--- config.mk ---
export PLATFORM = sky130hd
export DESIGN_NAME = branch_fwd_scoreboard
export DESIGN_NICKNAME = d
export VERILOG_FILES = /design/src/rtl/branch_fwd_scoreboard.sv
export SDC_FILE = /design/constraint.sdc
export NUM_CORES = 1
export LEC_CHECK = 0
export ABC_CLOCK_PERIOD_IN_PS = 4700
export BUFFER_PORTS_ARGS = -buffer_cell sky130_fd_sc_hd__buf_2
export CELL_PAD_IN_SITES_DETAIL_PLACEMENT = 0
export CELL_PAD_IN_SITES_GLOBAL_PLACEMENT = 1
export CORE_MARGIN = 1.5
export CORE_UTILIZATION = 30
export CTS_BUF_LIST = sky130_fd_sc_hd__clkbuf_8
export CTS_CLUSTER_SIZE = 8
export DETAILED_ROUTE_END_ITERATION = 6
export GPL_TIMING_DRIVEN = 0
export PLACE_DENSITY = 0.59
export SETUP_SLACK_MARGIN = 0.4
export SYNTH_ARGS = -nofsm -noshare
export SYNTH_HDL_FRONTEND = slang
export SYNTH_SLANG_ARGS = --single-unit
--- constraint.sdc ---
create_clock -name clk -period 4.7 [get_ports clk]
set_clock_uncertainty 0.15 [all_clocks]
set_input_delay 0.47 -clock clk [delete_from_list [all_inputs] [get_ports clk]]
set_output_delay 0.47 -clock clk [all_outputs]
set_load 0.05 [all_outputs]
--- src/rtl/branch_fwd_scoreboard.sv ---
// Branch-operand hazard unit: MEM/WB forwarding select for the ID-stage branch comparator,
// plus a small scoreboard of in-flight fixed-latency multiplies that stalls dependent branches.
module branch_fwd_scoreboard #(
   parameter int unsigned DATA_WIDTH = 5,
   parameter int unsigned NUM_SLOTS  = 4,
   parameter int unsigned MUL_LAT    = 3
) (
   input  logic                             clk,
   input  logic                             rst_n,
   input  logic [DATA_WIDTH-1:0]            Rs1,
   input  logic [DATA_WIDTH-1:0]            Rs2,
   input  logic                             Branch,
   input  logic                             Issue_Mul,
   input  logic [DATA_WIDTH-1:0]            Issue_Rd,
   input  logic                             M_RegWrite,
   input  logic [DATA_WIDTH-1:0]            M_Rd,
   input  logic                             W_RegWrite,
   input  logic [DATA_WIDTH-1:0]            W_Rd,
   input  logic                             Flush,
   output logic [1:0]                       B_AForward,
   output logic [1:0]                       B_BForward,
   output logic                             Branch_Stall,
   output logic                             Mul_Full,
   output logic [$clog2(NUM_SLOTS+1)-1:0]   Pending,
   output logic                             Overflow_Err
);

   localparam int unsigned CntW  = $clog2(MUL_LAT + 1);
   localparam int unsigned PendW = $clog2(NUM_SLOTS + 1);

   logic [NUM_SLOTS-1:0]                 valid_q, valid_d;
   logic [DATA_WIDTH-1:0]                rd_q    [NUM_SLOTS];
   logic [DATA_WIDTH-1:0]                rd_d    [NUM_SLOTS];
   logic [CntW-1:0]                      cnt_q   [NUM_SLOTS];
   logic [CntW-1:0]                      cnt_d   [NUM_SLOTS];
   logic                                 overflow_q, overflow_d;

   logic [NUM_SLOTS-1:0]                 busy;
   logic [NUM_SLOTS-1:0]                 alloc_sel;
   logic                                 alloc;
   logic                                 hit_a, hit_b;
   logic                                 use_a, use_b;
   logic [PendW-1:0]                     pend;

   // A slot is busy while its result has not yet reached WB; a slot at cnt==1 is reusable.
   always_comb begin
      for (int i = 0; i < NUM_SLOTS; i++) begin
         busy[i] = valid_q[i] && (cnt_q[i] > CntW'(1));
      end
   end

   assign Mul_Full = &busy;
   assign alloc    = Issue_Mul && (Issue_Rd != '0) && !Mul_Full && !Flush;

   // Lowest-index free slot, one-hot.
   always_comb begin
      logic found;
      found     = 1'b0;
      alloc_sel = '0;
      for (int i = 0; i < NUM_SLOTS; i++) begin
         if (!busy[i] && !found) begin
            alloc_sel[i] = 1'b1;
            found        = 1'b1;
         end
      end
   end

   always_comb begin
      valid_d    = valid_q;
      overflow_d = overflow_q;
      for (int i = 0; i < NUM_SLOTS; i++) begin
         rd_d[i]  = rd_q[i];
         cnt_d[i] = cnt_q[i];
         if (valid_q[i]) begin
            if (cnt_q[i] == CntW'(1)) begin
               valid_d[i] = 1'b0;
               cnt_d[i]   = '0;
            end else begin
               cnt_d[i] = cnt_q[i] - CntW'(1);
            end
         end
         if (alloc && alloc_sel[i]) begin
            valid_d[i] = 1'b1;
            rd_d[i]    = Issue_Rd;
            cnt_d[i]   = CntW'(MUL_LAT);
         end
         if (Flush) begin
            valid_d[i] = 1'b0;
            cnt_d[i]   = '0;
         end
      end
      if (Issue_Mul && (Issue_Rd != '0) && Mul_Full) begin
         overflow_d = 1'b1;
      end
   end

   always_ff @(posedge clk or negedge rst_n) begin
      if (!rst_n) begin
         valid_q    <= '0;
         overflow_q <= 1'b0;
         for (int i = 0; i < NUM_SLOTS; i++) begin
            rd_q[i]  <= '0;
            cnt_q[i] <= '0;
         end
      end else begin
         valid_q    <= valid_d;
         overflow_q <= overflow_d;
         for (int i = 0; i < NUM_SLOTS; i++) begin
            rd_q[i]  <= rd_d[i];
            cnt_q[i] <= cnt_d[i];
         end
      end
   end

   assign Overflow_Err = overflow_q;

   always_comb begin
      pend = '0;
      for (int i = 0; i < NUM_SLOTS; i++) begin
         pend = pend + PendW'(valid_q[i]);
      end
   end

   assign Pending = pend;

   always_comb begin
      hit_a = 1'b0;
      hit_b = 1'b0;
      for (int i = 0; i < NUM_SLOTS; i++) begin
         if (busy[i] && (rd_q[i] == Rs1)) hit_a = 1'b1;
         if (busy[i] && (rd_q[i] == Rs2)) hit_b = 1'b1;
      end
   end

   assign use_a = Branch && (Rs1 != '0);
   assign use_b = Branch && (Rs2 != '0);

   // A stalled operand keeps forward=00; its value is re-selected once the multiply lands.
   always_comb begin
      B_AForward = 2'b00;
      B_BForward = 2'b00;
      if (use_a && !hit_a) begin
         if (M_RegWrite && (M_Rd == Rs1))      B_AForward = 2'b01;
         else if (W_RegWrite && (W_Rd == Rs1)) B_AForward = 2'b10;
      end
      if (use_b && !hit_b) begin
         if (M_RegWrite && (M_Rd == Rs2))      B_BForward = 2'b01;
         else if (W_RegWrite && (W_Rd == Rs2)) B_BForward = 2'b10;
      end
   end

   assign Branch_Stall = (use_a && hit_a) || (use_b && hit_b);

endmodule

==> flow_metrics.env, run 1 <==
export IMPL_crit_chain="inv_1 -> ha_1 -> nand3b_1 -> nor4_1 -> a32o_1 -> nor4_1 -> nor3b_1 -> buf_2"
export IMPL_r2r_start="cnt_q[7]"
export IMPL_path_delay_family="simple AND/OR/NAND/NOR gates"
export IMPL_mostFrequentLayoutCells="buf_2, dfrtp_1, xnor2_1"
export IMPL_antenna_found_initial=0
export IMPL_port_buffers=31
export IMPL_grt_overflow_total=0
export IMPL_tns_ps=0
export IMPL_cts_inserted_buffers=5
export IMPL_crit_required_ps=4080
export IMPL_synth_area_sq_mm=0.00230
export IMPL_synth_edf_count=0
export IMPL_syn_area_per_cell_sq_um=10.3
export IMPL_cts_hold_buf=0
export IMPL_cts_root_buffer="clkbuf_8"
export IMPL_max_freq_mhz=343
export IMPL_design_power_total_uw=773
export IMPL_drt_iter0_drc=48
export IMPL_post_cts_resized=0
export IMPL_wire_per_inst_microns=14.8
export IMPL_stdcell_area_sq_mm=0.00270
export IMPL_dr_pass1_iters=4
export IMPL_placedCellCount=353
export IMPL_dieArea_sq_mm=0.00821
export IMPL_rsz0062_at_grt="no"
export IMPL_crit_start="cnt_q[3]"
export IMPL_place_congestion=0.804
export IMPL_drc=0
export IMPL_postSynthCellCount=223
export IMPL_drt_wl_total_microns=5350
export IMPL_crit_arrival_ps=2290
export IMPL_insertion_delay_ps=270
export IMPL_drtAntennaViolNets=0
export IMPL_cts_tree="built"
export IMPL_drv_slew=0
export IMPL_cp_common_cell="nor4_1"
export IMPL_htreeDepth=2
export IMPL_max_cap_violations=0
export IMPL_finalNonFillerCells=361
export IMPL_fin_crit_ps=2910
export IMPL_globalRoute_busiestLayer="met2"
export IMPL_ys_ff_latch=33
export IMPL_placed_area_sq_mm=0.00258
export IMPL_crit_fanout=4
export IMPL_grt_usage=0.139
export IMPL_whs_ps=104
export IMPL_grt_pass1_vias=1706
export IMPL_die_w_microns=90.6
export IMPL_crit_path_start_kind="flip-flop"
export IMPL_dp_final_hpwl_microns=4090
export IMPL_met2_usage=0.223
export IMPL_worst_slew_pin_slew_ps=748
export IMPL_timing_hold_violations_final=0
export IMPL_die_h_microns=90.6
export IMPL_rows=31
export IMPL_yosysSeqAreaShare=0.359
export IMPL_num_antenna_cells=0
export IMPL_holdCritPathClass="primary input to asynchronous set/reset pin"
export IMPL_vias_per_cell=4.71
export IMPL_yosysUniqueCellTypes=38
export IMPL_setup_viol=0
export IMPL_slowest_stage="dfrtp_1"
export IMPL_power_density_mw_per_mm2=286
export IMPL_power_leakage_uw=0.00119
export IMPL_worstSetupPathType="flip-flop to output pin"
export IMPL_cts_sinks=33
export IMPL_fin_nets=300
export IMPL_vdd_drop_max_mv=0.198
export IMPL_use_met3=0.0236
export IMPL_vias=1699
export IMPL_layout_commonest_cell="buf_2"
export IMPL_synthFlopType="dfrtp_1"
export IMPL_drive_gt1_frac=0.260
export IMPL_core_region_area_sq_mm=0.00733
export IMPL_worst_slew_margin_rel=0.501
export IMPL_syn_nets=262
export IMPL_grtUsageMet1=0.190
export IMPL_slowest_delay_ps=390
export IMPL_grt_start_max_net_pins=34
export IMPL_synthArstFlopShare=1.00
export IMPL_postCtsSetupBuffers=0
export IMPL_clk_path_buf_depth=2
export IMPL_path_clk_slew_ps=70
export IMPL_status="complete, no violations"
export IMPL_ios=42
export IMPL_r2r_setup_slack_ps=2510
export IMPL_yosysWarningCount=0
export IMPL_worst_path_buf_inv=2
export IMPL_worst_setup_path_end_kind="output pin"
export IMPL_grt_first_pass_wirelength_microns=9000
export IMPL_start_util=0.314
export IMPL_syn2layout_area_growth_pct=17.2
export IMPL_period_share=0.620
-- layer usage --
metal	up-vias	share of wire	wire length, microns
met5	-	0	0
met2	11	0.50	2670
met4	0	0.0064	34
met3	2	0.013	67
li1	846	-	-
met1	840	0.48	2580
-- logic make-up after synthesis --
logic type | after synthesis | synth area share
AO/OA/AOI/OAI | 22 | 0.0630
adder cells (fa/ha/maj) | 7 | 0.0413
flip-flops | 33 | 0.358
multiplexers | 25 | 0.128
XOR/XNOR | 60 | 0.228
AND/OR/NAND/NOR | 53 | 0.135
buffers and inverters | 23 | 0.0456
-- cell type report --
type	instances	area, sq um
buffer	13	67.6
inverter	10	37.5
multi-input combinational	167	1370
timing repair buffer	31	155
clock buffer	6	82.6
fill	747	4630
sequential	33	826
clock inverter	2	33.8
tap	99	124
-- flip-flops by register name, summed over array words and instances (netlist names) --
register,flops
Overflow_Err,1
valid_q,4
rd_q,20
cnt_q,8
-- stage by stage --
stage	setup slack, ps	util
finish	1790	0.368
detailed placement	1910	0.352
CTS	1740	0.368
floorplan	1510	-
global placement	1900	0.352
global route	1570	0.368
-- synth_stat cells, types with 6 or more instances --
| cell type | instances | area, sq um |
|---|---|---|
| clkbuf_1 | 8 | 30.0 |
| inv_1 | 10 | 37.5 |
| a21oi_1 | 7 | 35.0 |
| nor3_1 | 10 | 50.1 |
| mux2_2 | 16 | 180 |
| ha_1 | 6 | 75.1 |
| xor2_1 | 29 | 254 |
| nand4_1 | 6 | 37.5 |
| nor4_1 | 8 | 50.1 |
| xnor2_1 | 31 | 272 |
| dfrtp_1 | 33 | 826 |
-- final timing paths --
| kind | end | cells past startpoint |
|---|---|---|
| min reg2reg | Overflow_Err | 1 |
| min | valid_q[0] | 1 |
| max reg2reg | rd_q[2] | 7 |
| max in group asynchronous | rd_q[13] | 1 |
| min in group clk | Overflow_Err | 1 |
| max | B_BForward[1] | 8 |
-- power breakdown --
group          internal (uW)  switching (uW)  total [uW]
combinational           82.2            80.1         162
sequential               310            27.0         337
clock                    171             102         273
(Power assumes the default switching activity.)
==> run 2: changes to the inputs <==
ABC_CLOCK_PERIOD_IN_PS = 2700   (was 4700)
clock period = 2.7 ns   (was 4.7 ns; I/O delays follow)
==> flow_metrics.env, run 2 (synthesis gave the netlist of run 1 again) <==
export IMPL_status="complete, no violations"
export IMPL_grt_usage=0.145
export IMPL_rsz0062_at_grt="yes"
export IMPL_largest_register_ffs=20
export IMPL_power_internal_uw=1000
export IMPL_drt_iter0_drc=68
export IMPL_syn2layout_area_growth_pct=31.8
export IMPL_wl_met3_microns=112
export IMPL_fin_crit_ps=2400
export IMPL_max_cap_violations=0
export IMPL_drtAntennaViolNets=0
export IMPL_setup_viol=0
export IMPL_tns_ps=0
export IMPL_wire_per_inst_microns=15.2
export IMPL_drt_wl_total_microns=5760
export IMPL_insertion_delay_ps=280
export IMPL_power_density_mw_per_mm2=459
export IMPL_grt_overflow_total=0
export IMPL_reg_top3="rd_q: 20 flops, cnt_q: 8 flops, valid_q: 4 flops"
export IMPL_worst_slew_pin_slew_ps=756
export IMPL_crit_arrival_ps=1980
export IMPL_path_clk_slew_ps=70
export IMPL_mostFrequentLayoutCells="dfrtp_1, xnor2_1, xor2_1"
export IMPL_max_freq_mhz=417
export IMPL_p_clk_frac=0.348
export IMPL_num_antenna_cells=0
export IMPL_start_util=0.314
export IMPL_wl_met1_microns=2720
export IMPL_port_buffers=31
export IMPL_cts_sinks=33
export IMPL_htreeDepth=2
export IMPL_grt_pass1_vias=1736
export IMPL_period_share=0.889
export IMPL_drc=0
export IMPL_vdd_drop_max_mv=0.261
export IMPL_drv_slew=0
export IMPL_switching_share=0.281
export IMPL_ios=42
export IMPL_dr_max_layer_used="met4"
export IMPL_hp_start="Issue_Mul"
export IMPL_worst_slew_margin_rel=0.496
export IMPL_hold_depth=3
export IMPL_worst_setup_path_end_kind="output pin"
export IMPL_drive_gt1_frac=0.389
export IMPL_cts_inserted_buffers=5
export IMPL_crit_start="cnt_q[2]"
export IMPL_cts_tree="built"
export IMPL_clk_path_buf_depth=2
export IMPL_placedCellCount=353
export IMPL_finalNonFillerCells=379
export IMPL_timing_hold_violations_final=0
export IMPL_dr_pass1_iters=4
export IMPL_crit_fanout=3
export IMPL_rows=31
export IMPL_nFillCells=738
export IMPL_multiInputGateArea_sq_mm=0.00151
export IMPL_grt_first_pass_wirelength_microns=9360
export IMPL_utilization=0.414
export IMPL_fin_nets=318
export IMPL_die_w_microns=90.6
export IMPL_place_congestion=0.770
export IMPL_p_switching_uw=392
export IMPL_reg2reg_depth=8
export IMPL_crit_path_start_kind="flip-flop"
export IMPL_fin_ws_ps=300
export IMPL_worstSetupPathType="flip-flop to output pin"
export IMPL_vias=1811
export IMPL_regArea_sq_um=826
export IMPL_die_h_microns=90.6
export IMPL_holdCritPathClass="primary input to flip-flop"
export IMPL_wl_met2_microns=2870
export IMPL_cts_root_buffer="clkbuf_8"
export IMPL_r2r_start="cnt_q[2]"
export IMPL_dieArea_sq_mm=0.00821
export IMPL_core_region_area_sq_mm=0.00733
export IMPL_crit_required_ps=2280
export IMPL_dp_slack_ps=255
export IMPL_largest_register="rd_q"
export IMPL_power_leakage_uw=0.00133
export IMPL_layout_commonest_cell="dfrtp_1"
export IMPL_vias_per_cell=4.78
export IMPL_antenna_found_initial=0
export IMPL_grt_start_max_net_pins=34
export IMPL_dp_final_hpwl_microns=4180
export IMPL_comb_power_share=0.230
export IMPL_seqPwrFrac=0.423
-- run 2: changes by cell type in the layout (fill, tap and decap cells not counted), sizes merged --
cell / change
buf: +16
inv: -1
dlygate4sd3: +1
clkbuf: +1
clkinvlp: +1
-- run 2: power by group through the flow --
stage	Sequential [uW]	Clock, uW	Combinational, uW
finish	589	485	320
global placement	598	0	287
CTS	590	497	320
detailed placement	600	0	286
floorplan	591	0	212
global route	596	525	352
-- run 2: metal layers --
metal	vias to the layer above	global-route usage
met5	-	0
met4	0	0.0357
met3	6	0.0227
met2	23	0.232
met1	893	0.203
li1	889	-
-- run 2: area by class of cell --
class | count | area share
sequential | 33 | 0.272
timing repair buffer | 49 | 0.114
clock inverter | 2 | 0.0124
buffer | 13 | 0.0223
tap | 99 | 0.0408
clock buffer | 6 | 0.0272
multi-input combinational | 167 | 0.499
inverter | 10 | 0.0124
-- run 2: path summary, 6_finish.rpt --
kind | to | slack, ps
min in group asynchronous | valid_q[3] | 440
setup / recovery | Branch_Stall | 300
max in group asynchronous | rd_q[6] | 1470
setup reg to reg | rd_q[4] | 530
hold / removal | Overflow_Err | 160
hold reg to reg | Overflow_Err | 370
-- run 2: timing repair --
item,in CTS,in global routing
setup buffers,12,5
pin swaps,5,6
setup endpoints to repair,8,8
hold buffers,1,0
hold endpoints to repair,33,0
gates resized for setup,34,10
-- run 2: critical path, stage by stage, from the launching register on --
cell and delay, ps:
dfrtp_1 390, ha_1 200, nand3b_1 220, nor4_2 190
a32o_2 260, nor3_1 70, o22ai_2 170, buf_6 180
-- run 2: stage by stage --
step	instance area, sq um	power (uW)	hold slack (ps)
3_5_place_dp	2600	885	239
6_report	3040	1390	161
5_1_grt	3040	1470	159
2_1_floorplan	2320	803	-176
3_3_place_gp	2600	885	253
4_1_cts	2950	1410	157
==> run 3: changes to the inputs <==
CORE_MARGIN = 3   (was 1.5)
==> flow_metrics.env, run 3 (synthesis gave the netlist of run 1 again) <==
export IMPL_drc=0
export IMPL_mostFrequentLayoutCells="dfrtp_1, xnor2_1, xor2_1"
export IMPL_crit_required_ps=2280
export IMPL_max_cap_violations=0
export IMPL_cts_root_buffer="clkbuf_8"
export IMPL_crit_chain="inv_1 -> ha_2 -> nand3b_1 -> nor4_2 -> a32o_2 -> nor4_4 -> nor3b_2 -> buf_6"
export IMPL_crit_path_start_kind="flip-flop"
export IMPL_holdCritPathClass="primary input to flip-flop"
export IMPL_grt_overflow_total=0
export IMPL_stdcell_area_sq_mm=0.00299
export IMPL_utilization=0.406
export IMPL_num_antenna_cells=0
export IMPL_power_density_mw_per_mm2=423
export IMPL_port_buffers=31
export IMPL_drv_slew=0
export IMPL_core_region_area_sq_mm=0.00737
export IMPL_drive_gt1_frac=0.393
export IMPL_worst_setup_path_end_kind="output pin"
export IMPL_dr_pass1_iters=4
export IMPL_timing_hold_violations_final=0
export IMPL_cts_tree="built"
export IMPL_largest_register="rd_q"
export IMPL_ios=42
export IMPL_fin_nets=318
export IMPL_grt_first_pass_wirelength_microns=9420
export IMPL_worstSetupPathType="flip-flop to output pin"
export IMPL_setup_viol=0
export IMPL_path_clk_slew_ps=80
export IMPL_drtAntennaViolNets=0
export IMPL_power_leakage_uw=0.00131
export IMPL_die_h_microns=93.6
export IMPL_cts_sinks=33
export IMPL_drt_wl_total_microns=5810
export IMPL_layout_commonest_cell="dfrtp_1"
export IMPL_rsz0062_at_grt="yes"
export IMPL_vias=1769
export IMPL_antenna_found_initial=0
export IMPL_crit_arrival_ps=1980
export IMPL_dieArea_sq_mm=0.00877
export IMPL_worst_slew_pin_slew_ps=744
export IMPL_tns_ps=0
export IMPL_insertion_delay_ps=280
export IMPL_max_freq_mhz=417
export IMPL_slowest_delay_ps=380
export IMPL_wire_per_inst_microns=15.3
export IMPL_die_w_microns=93.6
export IMPL_htreeDepth=2
export IMPL_placed_area_sq_mm=0.00260
export IMPL_crit_fanout=3
export IMPL_dp_final_hpwl_microns=4210
export IMPL_drt_iter0_drc=28
export IMPL_period_share=0.889
export IMPL_path_delay_family="simple AND/OR/NAND/NOR gates"
export IMPL_nFillCells=742
export IMPL_syn2layout_area_growth_pct=29.8
export IMPL_grt_pass1_vias=1855
export IMPL_vdd_drop_max_mv=0.231
export IMPL_rows=31
export IMPL_largest_register_ffs=20
export IMPL_worst_slew_margin_rel=0.504
export IMPL_slowest_stage="dfrtp_1"
export IMPL_status="complete, no violations"
export IMPL_vias_per_cell=4.67
export IMPL_clk_path_buf_depth=2
export IMPL_reg_top3="rd_q: 20 flops, cnt_q: 8 flops, valid_q: 4 flops"
export IMPL_fin_crit_ps=2400
export IMPL_cts_inserted_buffers=5
export IMPL_start_util=0.313
export IMPL_place_congestion=0.731
export IMPL_grt_usage=0.140
export IMPL_worst_path_buf_inv=2
export IMPL_grt_start_max_net_pins=34
==> run 3: cell count changes in the layout (fill, tap and decap cells not counted), sizes merged <==
| cell | before | now |
|---|---|---|
| buf | 52 | 53 |
| clkinv | 0 | 2 |
| inv | 10 | 11 |
| clkinvlp | 1 | 0 |
| bufinv | 1 | 0 |
| clkbuf | 15 | 13 |
==> run 3: what timing repair did <==
| action | in CTS | in global routing |
|---|---|---|
| buffers inserted | 14 | 3 |
| hold buffers | 1 | 0 |
| pin swaps | 10 | 5 |
| gates resized for setup | 38 | 8 |
| endpoints found under the setup margin | 9 | 8 |
| hold endpoints to repair | 33 | 0 |
==> run 3: per-stage QoR <==
step                setup WS (ps)  std cells  hold WS, ps  total power, uW
global placement              281        353          255              885
global route                  152        379          156             1350
CTS                           276        376          142             1280
detailed placement            282        353          237              886
floorplan                     361        223         -176              803
finish                        301        379          151             1270
==> run 3: power breakdown <==
group          leakage (uW)  internal [uW]  total [uW]  switching (uW)
clock network     0.0000491            175         355             180
logic              0.000821            165         322             157
registers          0.000438            540         588            48.1
total               0.00131            880        1270             385
==> run 3: metal layers <==
layer	part of all wire	global-route usage
met5	0	0
met4	0.0076	0.0289
met3	0.017	0.0274
met2	0.51	0.235
met1	0.47	0.187
==> run 3: final timing paths <==
path	start	endpoint	cells after the start	slack (ps)
hold / removal	Issue_Rd[2]	rd_q[2]	2	150
setup / recovery	cnt_q[3]	B_BForward[1]	8	300
min in group asynchronous	rst_n	rd_q[7]	2	440
hold reg to reg	Overflow_Err	Overflow_Err	1	320
max in group asynchronous	rst_n	Overflow_Err	2	1480
setup reg to reg	cnt_q[6]	rd_q[0]	6	550
==> run 3: cell type report <==
type	count	area [sq um]	area share
inverters	10	37.5	0.0126
clock buffers	5	68.8	0.0230
well taps	99	124	0.0414
plain buffers	13	67.6	0.0226
flip-flops and latches	33	826	0.276
clock inverters	3	13.8	0.00460
repair buffers	49	350	0.117
multi-input cells	167	1500	0.502
